File: config.mk
export PLATFORM = sky130hd
export DESIGN_NAME = priv_trap_sequencer
export DESIGN_NICKNAME = d
export VERILOG_FILES = /design/src/rtl/priv_trap_sequencer_pkg.sv /design/src/rtl/priv_trap_sequencer_priority_enc.sv /design/src/rtl/priv_trap_sequencer.sv
export SDC_FILE = /design/constraint.sdc
export NUM_CORES = 1
export LEC_CHECK = 0
export CORE_AREA = 5 5 182 114
export DETAILED_ROUTE_END_ITERATION = 10
export DIE_AREA = 0 0 187 119
export PLACE_DENSITY = 0.83
export SLEW_MARGIN = 20
export SYNTH_ARGS = -nofsm -noshare
export SYNTH_HDL_FRONTEND = slang
export SYNTH_HIERARCHICAL = 1
export SYNTH_SLANG_ARGS = --single-unit
export TNS_END_PERCENT = 20
File: constraint.sdc
create_clock -name CLK -period 4.1 [get_ports CLK]
set_clock_uncertainty 0.1 [all_clocks]
set_input_delay 0.82 -clock CLK [delete_from_list [all_inputs] [get_ports CLK]]
set_output_delay 0.82 -clock CLK [all_outputs]
set_load 0.02 [all_outputs]
File: src/rtl/priv_trap_sequencer_pkg.sv
// Shared types and constants for the machine-mode trap/return sequencer.
// Holds the 32-bit word type, the trap kind and FSM state enums, the
// synchronous-exception and interrupt mcause codes, and a helper that
// tells whether a synchronous exception cause reports badaddr in mtval.
package machine_mode_types_1_11_pkg;

  typedef logic [31:0] word_t;

  typedef enum logic [1:0] {
    EXC = 2'd0,
    INT = 2'd1,
    RET = 2'd2
  } trap_kind_t;

  typedef enum logic [1:0] {
    IDLE     = 2'd0,
    CLEAR    = 2'd1,
    COMMIT   = 2'd2,
    REDIRECT = 2'd3
  } state_t;

  // Synchronous exception cause codes
  localparam logic [30:0] CAUSE_MAL_INSN     = 31'd0;
  localparam logic [30:0] CAUSE_FAULT_INSN   = 31'd1;
  localparam logic [30:0] CAUSE_ILLEGAL_INSN = 31'd2;
  localparam logic [30:0] CAUSE_BREAKPOINT   = 31'd3;
  localparam logic [30:0] CAUSE_MAL_L        = 31'd4;
  localparam logic [30:0] CAUSE_FAULT_L      = 31'd5;
  localparam logic [30:0] CAUSE_MAL_S        = 31'd6;
  localparam logic [30:0] CAUSE_FAULT_S      = 31'd7;
  localparam logic [30:0] CAUSE_ENV_M        = 31'd11;

  // Interrupt cause codes
  localparam logic [30:0] CAUSE_IRQ_SW  = 31'd3;
  localparam logic [30:0] CAUSE_IRQ_TMR = 31'd7;
  localparam logic [30:0] CAUSE_IRQ_EXT = 31'd11;

  // Address-related exceptions carry badaddr into mtval; everything else writes 0.
  function automatic logic cause_has_tval(input logic [30:0] cause);
    logic sel;
    case (cause)
      31'd0, 31'd1, 31'd4, 31'd5, 31'd6, 31'd7: sel = 1'b1;
      default:                                  sel = 1'b0;
    endcase
    return sel;
  endfunction

endpackage

File: src/rtl/priv_trap_sequencer_priority_enc.sv
// trap_priority_enc: combinational priority encoder for trap/return events.
// Ports:
//   exception flags, ex_rmgmt/ex_rmgmt_cause, ret, irq_* : event sources
//   valid    : some event is present
//   kind     : EXC / RET / INT (exceptions beat ret, ret beats interrupts)
//   cause    : 31-bit mcause code for the winning event
//   tval_sel : mtval should take badaddr (address-related exceptions only)
module trap_priority_enc
  import machine_mode_types_1_11_pkg::*;
#(
  parameter int NUM_EXTENSIONS   = 2,
  parameter int RMGMT_CAUSE_BASE = 24,
  localparam int CW = (NUM_EXTENSIONS > 1) ? $clog2(NUM_EXTENSIONS) : 1
) (
  input  logic          fault_insn,
  input  logic          mal_insn,
  input  logic          illegal_insn,
  input  logic          breakpoint,
  input  logic          env_m,
  input  logic          mal_l,
  input  logic          mal_s,
  input  logic          fault_l,
  input  logic          fault_s,
  input  logic          ex_rmgmt,
  input  logic [CW-1:0] ex_rmgmt_cause,
  input  logic          ret,
  input  logic          irq_ext,
  input  logic          irq_sw,
  input  logic          irq_tmr,
  output logic          valid,
  output trap_kind_t    kind,
  output logic [30:0]   cause,
  output logic          tval_sel
);

  localparam logic [30:0] RMGMT_BASE = 31'(RMGMT_CAUSE_BASE);

  logic [30:0] rmgmt_cause_s;
  assign rmgmt_cause_s = RMGMT_BASE + {{(31-CW){1'b0}}, ex_rmgmt_cause};

  // Fixed-priority selection of the single event to take
  always_comb begin
    valid    = 1'b1;
    kind     = EXC;
    cause    = 31'd0;
    tval_sel = 1'b0;
    if (fault_insn)        cause = CAUSE_FAULT_INSN;
    else if (mal_insn)     cause = CAUSE_MAL_INSN;
    else if (illegal_insn) cause = CAUSE_ILLEGAL_INSN;
    else if (breakpoint)   cause = CAUSE_BREAKPOINT;
    else if (env_m)        cause = CAUSE_ENV_M;
    else if (mal_l)        cause = CAUSE_MAL_L;
    else if (mal_s)        cause = CAUSE_MAL_S;
    else if (fault_l)      cause = CAUSE_FAULT_L;
    else if (fault_s)      cause = CAUSE_FAULT_S;
    else if (ex_rmgmt)     cause = rmgmt_cause_s;
    else if (ret)          kind  = RET;
    else if (irq_ext) begin
      kind  = INT;
      cause = CAUSE_IRQ_EXT;
    end else if (irq_sw) begin
      kind  = INT;
      cause = CAUSE_IRQ_SW;
    end else if (irq_tmr) begin
      kind  = INT;
      cause = CAUSE_IRQ_TMR;
    end else begin
      valid = 1'b0;
    end
    if (valid && (kind == EXC)) tval_sel = cause_has_tval(cause);
    else                        tval_sel = 1'b0;
  end

endmodule

File: src/rtl/priv_trap_sequencer.sv
// priv_trap_sequencer: takes one trap/return event at a time in IDLE, waits
// for the pipeline to drain (CLEAR), strobes the CSR updates (COMMIT) and then
// redirects fetch (REDIRECT).
// Ports:
//   CLK, RST                       : clock, synchronous active-high reset
//   exception flags, ret, irq_*    : event sources, sampled only in IDLE
//   pipe_clear                     : pipeline drained, consulted only in CLEAR
//   epc, badaddr                   : faulting PC and trap value, latched with the event
//   mtvec, mepc                    : current CSR values used for the redirect target
//   insert_pc, priv_pc, intr       : redirect strobe/target and interrupt flag
//   *_we, *_wdata, mstatus_push/pop: CSR update strobes and data
//   busy                           : FSM not in IDLE
// All outputs are decoded from registered state; none depend on inputs
// combinationally.
module priv_trap_sequencer
  import machine_mode_types_1_11_pkg::*;
#(
  parameter int NUM_EXTENSIONS   = 2,
  parameter int RMGMT_CAUSE_BASE = 24,
  localparam int CW = (NUM_EXTENSIONS > 1) ? $clog2(NUM_EXTENSIONS) : 1
) (
  input  logic          CLK,
  input  logic          RST,
  input  logic          fault_insn,
  input  logic          mal_insn,
  input  logic          illegal_insn,
  input  logic          breakpoint,
  input  logic          env_m,
  input  logic          mal_l,
  input  logic          mal_s,
  input  logic          fault_l,
  input  logic          fault_s,
  input  logic          ex_rmgmt,
  input  logic [CW-1:0] ex_rmgmt_cause,
  input  logic          ret,
  input  logic          pipe_clear,
  input  word_t         epc,
  input  word_t         badaddr,
  input  logic          irq_ext,
  input  logic          irq_sw,
  input  logic          irq_tmr,
  input  word_t         mtvec,
  input  word_t         mepc,
  output logic          insert_pc,
  output word_t         priv_pc,
  output logic          intr,
  output logic          mepc_we,
  output logic          mcause_we,
  output logic          mtval_we,
  output word_t         mepc_wdata,
  output word_t         mcause_wdata,
  output word_t         mtval_wdata,
  output logic          mstatus_push,
  output logic          mstatus_pop,
  output logic          busy
);

  state_t      state_r, state_next_s;
  trap_kind_t  kind_r;
  logic [30:0] cause_r;
  word_t       epc_r, tval_r, priv_pc_r, target_s, base_s;

  logic        enc_valid_s, enc_tval_sel_s;
  trap_kind_t  enc_kind_s;
  logic [30:0] enc_cause_s;

  trap_priority_enc #(
    .NUM_EXTENSIONS   (NUM_EXTENSIONS),
    .RMGMT_CAUSE_BASE (RMGMT_CAUSE_BASE)
  ) u_enc (
    .fault_insn     (fault_insn),
    .mal_insn       (mal_insn),
    .illegal_insn   (illegal_insn),
    .breakpoint     (breakpoint),
    .env_m          (env_m),
    .mal_l          (mal_l),
    .mal_s          (mal_s),
    .fault_l        (fault_l),
    .fault_s        (fault_s),
    .ex_rmgmt       (ex_rmgmt),
    .ex_rmgmt_cause (ex_rmgmt_cause),
    .ret            (ret),
    .irq_ext        (irq_ext),
    .irq_sw         (irq_sw),
    .irq_tmr        (irq_tmr),
    .valid          (enc_valid_s),
    .kind           (enc_kind_s),
    .cause          (enc_cause_s),
    .tval_sel       (enc_tval_sel_s)
  );

  // FSM state register
  always_ff @(posedge CLK) begin
    if (RST) state_r <= IDLE;
    else     state_r <= state_next_s;
  end

  // FSM next-state logic
  always_comb begin
    state_next_s = state_r;
    case (state_r)
      IDLE:     if (enc_valid_s) state_next_s = CLEAR;  else state_next_s = IDLE;
      CLEAR:    if (pipe_clear)  state_next_s = COMMIT; else state_next_s = CLEAR;
      COMMIT:   state_next_s = REDIRECT;
      REDIRECT: state_next_s = IDLE;
      default:  state_next_s = IDLE;
    endcase
  end

  // Capture the winning event only when it is accepted in IDLE
  always_ff @(posedge CLK) begin
    if (RST) begin
      kind_r  <= EXC;
      cause_r <= 31'd0;
      epc_r   <= 32'd0;
      tval_r  <= 32'd0;
    end else if ((state_r == IDLE) && enc_valid_s) begin
      kind_r  <= enc_kind_s;
      cause_r <= enc_cause_s;
      epc_r   <= epc;
      tval_r  <= enc_tval_sel_s ? badaddr : 32'd0;
    end else begin
      kind_r  <= kind_r;
      cause_r <= cause_r;
      epc_r   <= epc_r;
      tval_r  <= tval_r;
    end
  end

  // Redirect target; reserved mtvec modes fall through to direct
  always_comb begin
    base_s = mtvec & 32'hFFFF_FFFC;
    if (kind_r == RET)                              target_s = mepc;
    else if ((kind_r == INT) && (mtvec[1:0] == 2'b01)) target_s = base_s + {cause_r[29:0], 2'b00};
    else                                            target_s = base_s;
  end

  // Target sampled at the COMMIT->REDIRECT edge so priv_pc carries no input path
  always_ff @(posedge CLK) begin
    if (RST)                    priv_pc_r <= 32'd0;
    else if (state_r == COMMIT) priv_pc_r <= target_s;
    else                        priv_pc_r <= 32'd0;
  end

  // FSM output decode
  always_comb begin
    insert_pc    = 1'b0;
    priv_pc      = 32'd0;
    intr         = 1'b0;
    mepc_we      = 1'b0;
    mcause_we    = 1'b0;
    mtval_we     = 1'b0;
    mepc_wdata   = 32'd0;
    mcause_wdata = 32'd0;
    mtval_wdata  = 32'd0;
    mstatus_push = 1'b0;
    mstatus_pop  = 1'b0;
    busy         = (state_r != IDLE);
    case (state_r)
      IDLE: begin
        intr = 1'b0;
      end
      CLEAR: begin
        intr = (kind_r == INT);
      end
      COMMIT: begin
        intr = (kind_r == INT);
        if (kind_r == RET) begin
          mstatus_pop = 1'b1;
        end else begin
          mepc_we      = 1'b1;
          mcause_we    = 1'b1;
          mtval_we     = 1'b1;
          mstatus_push = 1'b1;
          mepc_wdata   = epc_r & 32'hFFFF_FFFC;
          mcause_wdata = {(kind_r == INT), cause_r};
          mtval_wdata  = tval_r;
        end
      end
      REDIRECT: begin
        intr      = (kind_r == INT);
        insert_pc = 1'b1;
        priv_pc   = priv_pc_r;
      end
      default: begin
        intr = 1'b0;
      end
    endcase
  end

endmodule
== Word-level counts from Yosys, hierarchy flattened ==
Index checks and enable logic that the tools add are counted.
Widths: inputs -> output; s select.

* Flip-flop bits (word level): 131
* Input port bits: 146
* Output and inout bits: 136
* Word-level logic and storage cells: 93

* Add/sub/neg operators: 2
* Equality and inequality tests: 11
* Muxes and demuxes: 63
* Bitwise gates (word level): 1
* Reductions and logical operators: 10

{| class="wikitable"
|+ Operators by type and width
! kind !! count
|-
| $mux 31 || 13
|-
| $mux 32 || 10
|-
| $eq 31x3->1 const B || 4
|-
| $add 32x32->32 || 1
|-
| $eq 31x1->1 const B || 1
|-
| $logic_not 31->1 || 1
|-
| $mux 2 || 14
|-
| $mux 1 || 23
|-
| $pmux 2 s4 || 1
|-
| $add 5x1->6 const A || 1
|-
| $eq 2x1->1 const B || 3
|-
| $eq 2x2->1 const B || 3
|-
| $reduce_or 6->1 || 1
|-
| $logic_not 2->1 || 2
|-
| $logic_and 1x1->1 || 3
|-
| $mux 3 || 1
|-
| $reduce_or 3->1 || 1
|-
| $pmux 1 s2 || 1
|-
| $reduce_bool 2->1 || 1
|-
| $reduce_or 2->1 || 1
|-
| $not 1->1 || 1
|}

== Depth between registers and ports, before layout ==
Gate-level depths: netlist of the first run.

* Depth after elaboration: 19
* Depth in mapped cells: 13

== Cells and area by module ==
Netlist of the first run, hierarchy kept.

{| class="wikitable"
|+ By module, submodules not included
! module !! times used !! cells an instance !! area an instance (um2) !! seq. area each (um2)
|-
| priv_trap_sequencer || 1 || 942 || 7021.7 || 2582.5
|-
| trap_priority_enc || 1 || 58 || 399.1 || 0.0
|}

== Least setup slack after synthesis of the first run ==
Ideal clock, no wire load.

* Path kind: input port to flip-flop
* Start: in mtvec[2]
* End: reg priv_pc_r[30]
* Data arrival time: 3.434 ns
* Data required time: 3.872 ns
* Setup slack: 0.439 ns
* Stages on the path: 13
* Cells stage by stage: ha_1 -> fa_1 -> a21o_1 -> a21o_1 -> a21oi_1 -> o21ai_2 -> a31oi_1 -> a211oi_2 -> o31ai_1 -> o31ai_1 -> xnor2_1 -> a221oi_1 -> nor2_1

* Longest elaborated chain between the ends: 3

{| class="wikitable"
|+ Ends and longest elaborated chain
! item !! line !! RTL
|-
| start: declaration || priv_trap_sequencer.sv:42 || <nowiki>input word_t mtvec,</nowiki>
|-
| $add 32x32->32 || priv_trap_sequencer.sv:134 || <nowiki>else if ((kind_r == INT) && (mtvec[1:0] == 2'b01)) target_s = base_s + {cause_r[29:0], 2'b00};</nowiki>
|-
| $mux 32 || priv_trap_sequencer.sv:134 ||
|-
| $mux 32 || priv_trap_sequencer.sv:133 || <nowiki>if (kind_r == RET) target_s = mepc;</nowiki>
|-
| end signal: assignment || priv_trap_sequencer.sv:141 || <nowiki>else if (state_r == COMMIT) priv_pc_r <= target_s;</nowiki>
|-
| end: declaration || priv_trap_sequencer.sv:61 || <nowiki>word_t epc_r, tval_r, priv_pc_r, target_s, base_s;</nowiki>
|}

Every way passes these cells.
A chain may end at the register's enable or synchronous reset.

== Worst setup path after layout of the first run ==
Ends and elaborated chain as after synthesis.

==> results of run 1 <==
-- what timing repair did --
item	CTS	global route
setup endpoints to repair	0	1
buffers inserted	0	0
hold endpoints to repair	0	0
resized for setup	0	1
-- metrics by stage --
step	TNS (ns)	utilization	instances	power, mW
final	0	0.578	1497	3.48
after global routing	0	0.578	1497	3.65
after global placement	-0.285	0.549	1466	2.08
after detailed placement	-0.335	0.549	1466	2.10
after CTS	0	0.578	1497	3.51
after floorplan	0	-	1026	1.81
-- critical path, cell delays in order --
cell and delay (ns):
clkdlybuf4s50_1 0.44, ha_1 0.24, fa_1 0.40, a21o_1 0.20, a21o_1 0.19, a21oi_1 0.24, o21ai_2 0.10, a31oi_1 0.16
buf_4 0.16, a211oi_2 0.11, o31ai_2 0.34, o31ai_1 0.15, xnor2_1 0.15, a221oi_1 0.30, nor2_1 0.06
-- power by group through the flow --
stage | combinational, mW | sequential [mW] | clock, mW
6_report | 0.715 | 1.37 | 1.40
5_1_grt | 0.786 | 1.38 | 1.49
4_1_cts | 0.710 | 1.37 | 1.43
3_5_place_dp | 0.704 | 1.40 | 0
3_3_place_gp | 0.691 | 1.39 | 0
2_1_floorplan | 0.431 | 1.38 | 0
-- worst paths after layout --
kind	from	end
worst min register to register	tval_r[7]	tval_r[7]
worst min-delay path	tval_r[7]	tval_r[7]
worst max-delay path	mtvec[2]	priv_pc_r[30]
worst max register to register	cause_r[0]	priv_pc_r[30]
-- sequential cells by signal, summed over array words and instances (netlist names), named ones only --
name,count
kind_r,2
priv_pc_r,32
tval_r,32
cause_r,31
epc_r,30
state_r,1
-- cells in the final DEF (no fill, tap or decap), types with 3 or more instances in the layout --
cell	count
clkdlybuf4s50_1	275
nand2_1	209
a21oi_1	146
dfxtp_1	129
and2_1	96
nand3_1	41
nor2_1	40
and3_1	38
ha_1	29
conb_1	28
o21ai_0	22
buf_4	20
xnor2_1	18
clkbuf_16	17
a21o_1	15
a311oi_1	13
or3_1	7
nor2b_1	6
nand2b_1	6
inv_1	5
o21ai_2	4
nand4_1	4
a211oi_1	4
nor3_1	4
xor2_1	4
o21a_1	3
o211ai_1	3
clkinv_4	3
clkinv_2	3
inv_6	3
-- layer usage --
| metal | vias to the layer above | wire length, µm |
|---|---|---|
| met5 | - | 27 |
| met4 | 4 | 428 |
| met3 | 32 | 2200 |
| met2 | 299 | 11300 |
| met1 | 3570 | 11800 |
| li1 | 3824 | - |
-- cell families (layout without fill, tap and decap cells) --
family	after synthesis	in the layout	share of synthesized area
xor+xnor	22	22	0.0260
flops	129	129	0.348
other cells	2	28	0.00101
simple gates	472	472	0.311
buf+inv	108	333	0.0703
fa+ha+maj	30	30	0.0516
compound gates	235	235	0.190
mux	2	2	0.00270
-- area by class of cell --
| type | count | area, µm² |
|---|---|---|
| clock inverter | 11 | 82.6 |
| clock buffer | 20 | 457 |
| inverter | 5 | 18.8 |
| fill | 1716 | 7900 |
| tap | 246 | 308 |
| timing repair buffer | 297 | 2940 |
| multi-input combinational | 789 | 4450 |
| sequential | 129 | 2580 |
==> metrics.md, run 1 <==
| Metric | Value |
|---|---|
| Outcome | complete, no violations |
| Synth top area cells | dfxtp_1 35%, nand2_1 11%, a21oi_1 9.8% |
| Main flop type after synthesis | dfxtp_1 |
| Sw Pwr | 1.01 mW |
| Hold Buf Count CTS | 0 |
| Max frequency | 256 MHz |
| Post-synthesis sequential element count | 129 |
| GR peak layer | met2 |
| Layout cells sized above 1 | 0.0576 |
| Placed instance area | 10300 µm² |
| Pwr dens | 321 nW/µm² |
| Clock transition at the registers of the reported paths | 0.06 ns |
| Kind of critical path | in -> reg |
| Max cap viols | 0 |
| Drt via density | 5.16 |
| GR Util met1 | 0.297 |
| Hold slack | 0.346 ns |
| H-tree depth | 4 |
| CTS tree | done |
| Initial Util | 0.396 |
| Critical path startpoint category | input pin |
| Yosys top cell area share | 0.348 |
| Grt ovf | 0 |
| Tot GR Track Use | 0.224 |
| Via count | 7729 |
| Slew headroom | 0.260 |
| Clock root cell | clkbuf_16 |
| Clk sink count | 129 |
| Tmin final | 3.91 ns |
| YS warnings | 6 |
| Reg2reg setup slack | 0.73 ns |
| Distinct cells, synth | 62 |
| Pleak | 4.42 nW |
| Clock Latency Late Sink | 0.40 ns |
| Mapped Area | 7420 µm² |
| Maximum vdd drop | 0.210 mV |
| Post-Route WL | 25800 µm |
| CTS Buf Count | 17 |
| Met3 GRT Util | 0.0801 |
| R2R depth | 14 |
| Iteration-0 DRC Markers | 629 |
| CORE AREA | 18700 µm² |
| Global-route wire length before repair | 41000 µm |
| Worst Path Required | 4.27 ns |
| Die X | 187 µm |
| Routed len/inst | 17.2 µm |
| PortBufs | 277 |
| Post-synth ARST share | 0 |
| Vias in the first global route | 7488 |
| Area delta synth->final | 46.1% |
| DRT Pass-1 Iters | 5 |
| RSZ-0062 raised after global routing | no |
| ANT cells | 0 |
| Row cnt | 39 |
| Post-synth top cells | 210 x nand2_1, 146 x a21oi_1, 129 x dfxtp_1 |
| CP Capture Type | flop |
| Combinational power share | 0.205 |
| Final Slew Violations | 0 |
| Final Instance Area | 10800 µm² |
| Pint | 2.47 mW |
| RePlAce Congestion | 0.859 |
| Seq/Total Area, Yosys | 0.348 |
| Fin. Hold Viols | 0 |
| Post-Syn Instances | 1000 |
| Worst slew pin tran | 1.11 ns |
| Final setup margin | 0.190 ns |
| Height of the chip | 119 µm |
| Dpl ws | -0.209 ns |
| Count leader, synth | nand2_1 |
| Clk pwr share | 0.401 |
| Post-synth EDFFs | 0 |
| Clock Path Buffers | 2 |
| Post-DP HPWL | 18400 µm |
| Setup violators final | 0 |
| WP data arrival | 4.08 ns |
| Leading area contributor after synthesis | dfxtp_1 |
| Initial antenna violation count | 2 |
| Die area | 22300 µm² |
| Switching share of power | 0.291 |
| Largest net degree at the start of global routing | 98 |
| Hold Path Stages | 2 |
| Met2 GRT Util | 0.350 |
| Crit share post-route | 0.954 |
| Type of the most critical hold path | reg -> reg |
| Flop pwr share | 0.393 |
| DRC Markers | 0 |
| IO Pins | 282 |
| Syn_area_per_cell | 7.42 µm² |
| Antenna-violating nets left | 0 |
| Final net count | 1415 |
| Crit path max fanout | 4 |
No activity file was read; power rests on OpenSTA's default activity.
==> run 2, diff against run 1 <==
--- a/config.mk
+++ b/config.mk
@@ -5,10 +5,12 @@
 export SDC_FILE = /design/constraint.sdc
 export NUM_CORES = 1
 export LEC_CHECK = 0
-export CORE_AREA = 5 5 182 114
+export CELL_PAD_IN_SITES_DETAIL_PLACEMENT = 0
+export CELL_PAD_IN_SITES_GLOBAL_PLACEMENT = 1
+export CORE_AREA = 5 5 203 126
 export DETAILED_ROUTE_END_ITERATION = 10
-export DIE_AREA = 0 0 187 119
-export PLACE_DENSITY = 0.83
+export DIE_AREA = 0 0 208 131
+export PLACE_DENSITY_LB_ADDON = 0.2
 export SLEW_MARGIN = 20
 export SYNTH_ARGS = -nofsm -noshare
 export SYNTH_HDL_FRONTEND = slang
==> run 2 against run 1 <==
Net effect:
- design area grew 2.4%
- critical path depth is the same
- power grew 8.1%
- largest power group unchanged
==> metrics.md, run 2 (synthesis results as in run 1) <==
| Metric | Value |
|---|---|
| Outcome | complete, no violations |
| Largest net degree at the start of global routing | 83 (-15%) |
| Grt ovf | 0 (unchanged) |
| Final net count | 1421 (+0.42%) |
| ANT cells | 0 (unchanged) |
| Crit path max fanout | 4 (unchanged) |
| GR Util met1 | 0.279 (-0.0176) |
| Final Instance Area | 11100 µm² (+2.4%) |
| Worst slew pin tran | 1.03 ns (-0.0761 ns) |
| Post-Route WL | 27400 µm (+6.4%) |
| IO Pins | 282 (unchanged) |
| Global-route wire length before repair | 42300 µm (+3.1%) |
| PortBufs | 277 (unchanged) |
| Clk sink count | 129 (unchanged) |
| Type of the most critical hold path | reg -> reg |
| Placed instance area | 10500 µm² (+1.6%) |
| Pwr Total | 3.76 mW (+8.1%) |
| Max frequency | 260 MHz (+1.7%) |
| Final Slew Violations | 0 (unchanged) |
| Clock Latency Late Sink | 0.43 ns (+0.03 ns) |
| Max cap viols | 0 (unchanged) |
| Hold slack | 0.344 ns (-0.00137 ns) |
| Tmin final | 3.85 ns (-0.0648 ns) |
| Height of the chip | 131 µm (+10%) |
| Via count | 7492 (-3.1%) |
| Initial antenna violation count | 2 (unchanged) |
| Pleak | 4.50 nW (+1.8%) |
| Routed len/inst | 17.3 µm (+0.81%) |
| Iteration-0 DRC Markers | 515 (-18%) |
| Crit-path most repeated cell | a21o_1 |
| Commonest non-fill, non-tap cells in the layout | 276 x clkdlybuf4s50_1, 209 x nand2_1, 146 x a21oi_1, 129 x dfxtp_1, 96 x and2_1 |
| Area delta synth->final | 49.6% |
| CTS tree | done |
| Clock transition at the registers of the reported paths | 0.06 ns (about the same) |
| Slowest stage delay, CP | 0.43 ns (about the same) |
| GR peak layer | met2 |
| RSZ-0062 raised after global routing | no |
| CP cell instances | clkdlybuf4s50_1 > ha_1 > fa_1 > a21o_1 > a21o_1 > a21oi_1 > o21ai_2 > a31oi_1 > buf_4 > a211oi_2 > o31ai_2 > o31ai_1 > xnor2_1 > a221oi_1 > nor2_1 |
| Critical path startpoint category | input pin |
| Setup Fix Bufs, Post-CTS | 0 (unchanged) |
| WP data arrival | 4.04 ns (-0.04 ns) |
| Kind of critical path | in -> reg |
| Setup TNS | 0 ns (unchanged) |
| RePlAce Congestion | 0.792 (-7.9%) |
| Vias in the first global route | 7269 (-2.9%) |
| DRT Pass-1 Iters | 5 (unchanged) |
| Clock Path Buffers | 2 (unchanged) |
| Drt via density | 4.74 (-8.2%) |
| Slew headroom | 0.308 (+0.0482) |
| CTS Buf Count | 17 (unchanged) |
| H-tree depth | 4 (unchanged) |
| Tot GR Track Use | 0.196 (-0.0280) |
| Worst Path Required | 4.29 ns (+0.02 ns) |
| CORE AREA | 23700 µm² (+26%) |
| Pwr dens | 339 nW/µm² (+5.5%) |
| Layout cells sized above 1 | 0.0612 (+0.00365) |
| Critical path's slowest cell | clkdlybuf4s50_1 |
| CP Capture Type | flop |
| Initial Util | 0.313 (-0.0826) |
| Post-DP HPWL | 19200 µm (+4.5%) |
| Met3 GRT Util | 0.0556 (-0.0245) |
| Met2 GRT Util | 0.295 (-0.0550) |
| DRC Markers | 0 (unchanged) |
| Crit share post-route | 0.938 (-0.0158) |
| Die X | 208 µm (+11%) |
| Clock root cell | clkbuf_16 |
| Antenna-violating nets left | 0 (unchanged) |
| Fin. Hold Viols | 0 (unchanged) |
| Maximum vdd drop | 0.261 mV (+24%) |
| Biggest regs | priv_pc_r (32), tval_r (32), cause_r (31) |
| Setup violators final | 0 (unchanged) |
| Commonest non-fill, non-tap cell in the layout | clkdlybuf4s50_1 |
| Die area | 27200 µm² (+22%) |
| Row cnt | 44 (+13%) |
-- run 2: cell count changes in the layout (fill, tap and decap cells not counted), sizes merged --
cell	change
buf	+5
bufinv	+4
clkbuf	+2
clkdlybuf4s50	+1
clkinv	-1
clkinvlp	-1
inv	-3
-- run 2: per-layer routing --
metal,vias to the layer above,wire length [µm],part of all wire
li1,3833,-,-
met1,3465,13700,0.50
met2,168,12100,0.44
met3,22,1390,0.051
met4,4,280,0.010
met5,-,24,0.00088
-- run 2: layout make-up --
type	count	area, µm²
well taps	322	403
inverters	5	18.8
clock inverters	10	156
multi-input cells	789	4450
repair buffers	303	3020
fillers	2415	12600
flip-flops and latches	129	2580
clock buffers	22	474
-- run 2: worst paths after layout --
| path | slack [ns] | depth (start not counted) | endpoint | startpoint |
|---|---|---|---|---|
| setup / recovery | 0.25 | 15 | priv_pc_r[30] | mtvec[2] |
| hold / removal | 0.34 | 2 | tval_r[10] | tval_r[10] |
| setup reg to reg | 0.76 | 14 | priv_pc_r[30] | cause_r[0] |
| hold reg to reg | 0.34 | 2 | tval_r[10] | tval_r[10] |
-- run 2: through the flow --
step                      std cells  utilization  worst slack [ns]
after global routing           1580        0.469            0.0142
after floorplan                1026            -             0.439
after CTS                      1580        0.469             0.174
final                          1580        0.469             0.255
after detailed placement       1548        0.442            -0.267
after global placement         1548        0.442            -0.209
-- run 2: power breakdown --
part	internal (mW)	leakage, nW	switching (mW)	total (mW)
sequential	1.33	1.06	0.0381	1.37
clock	1.06	0.310	0.605	1.67
combinational	0.338	3.13	0.386	0.724
-- run 2: critical path: cells and delay by family --
family	cells	cell delay, ns
AO/OA/AOI/OAI	9	1.72
XOR/XNOR	1	0.14
adder cells (fa/ha/maj)	2	0.68
buffers and inverters	2	0.60
AND/OR/NAND/NOR	1	0.06
-- run 2: what timing repair did --
action,CTS,global route
resized for setup,0,1
hold buffers,0,0
endpoints found under the setup margin,0,2
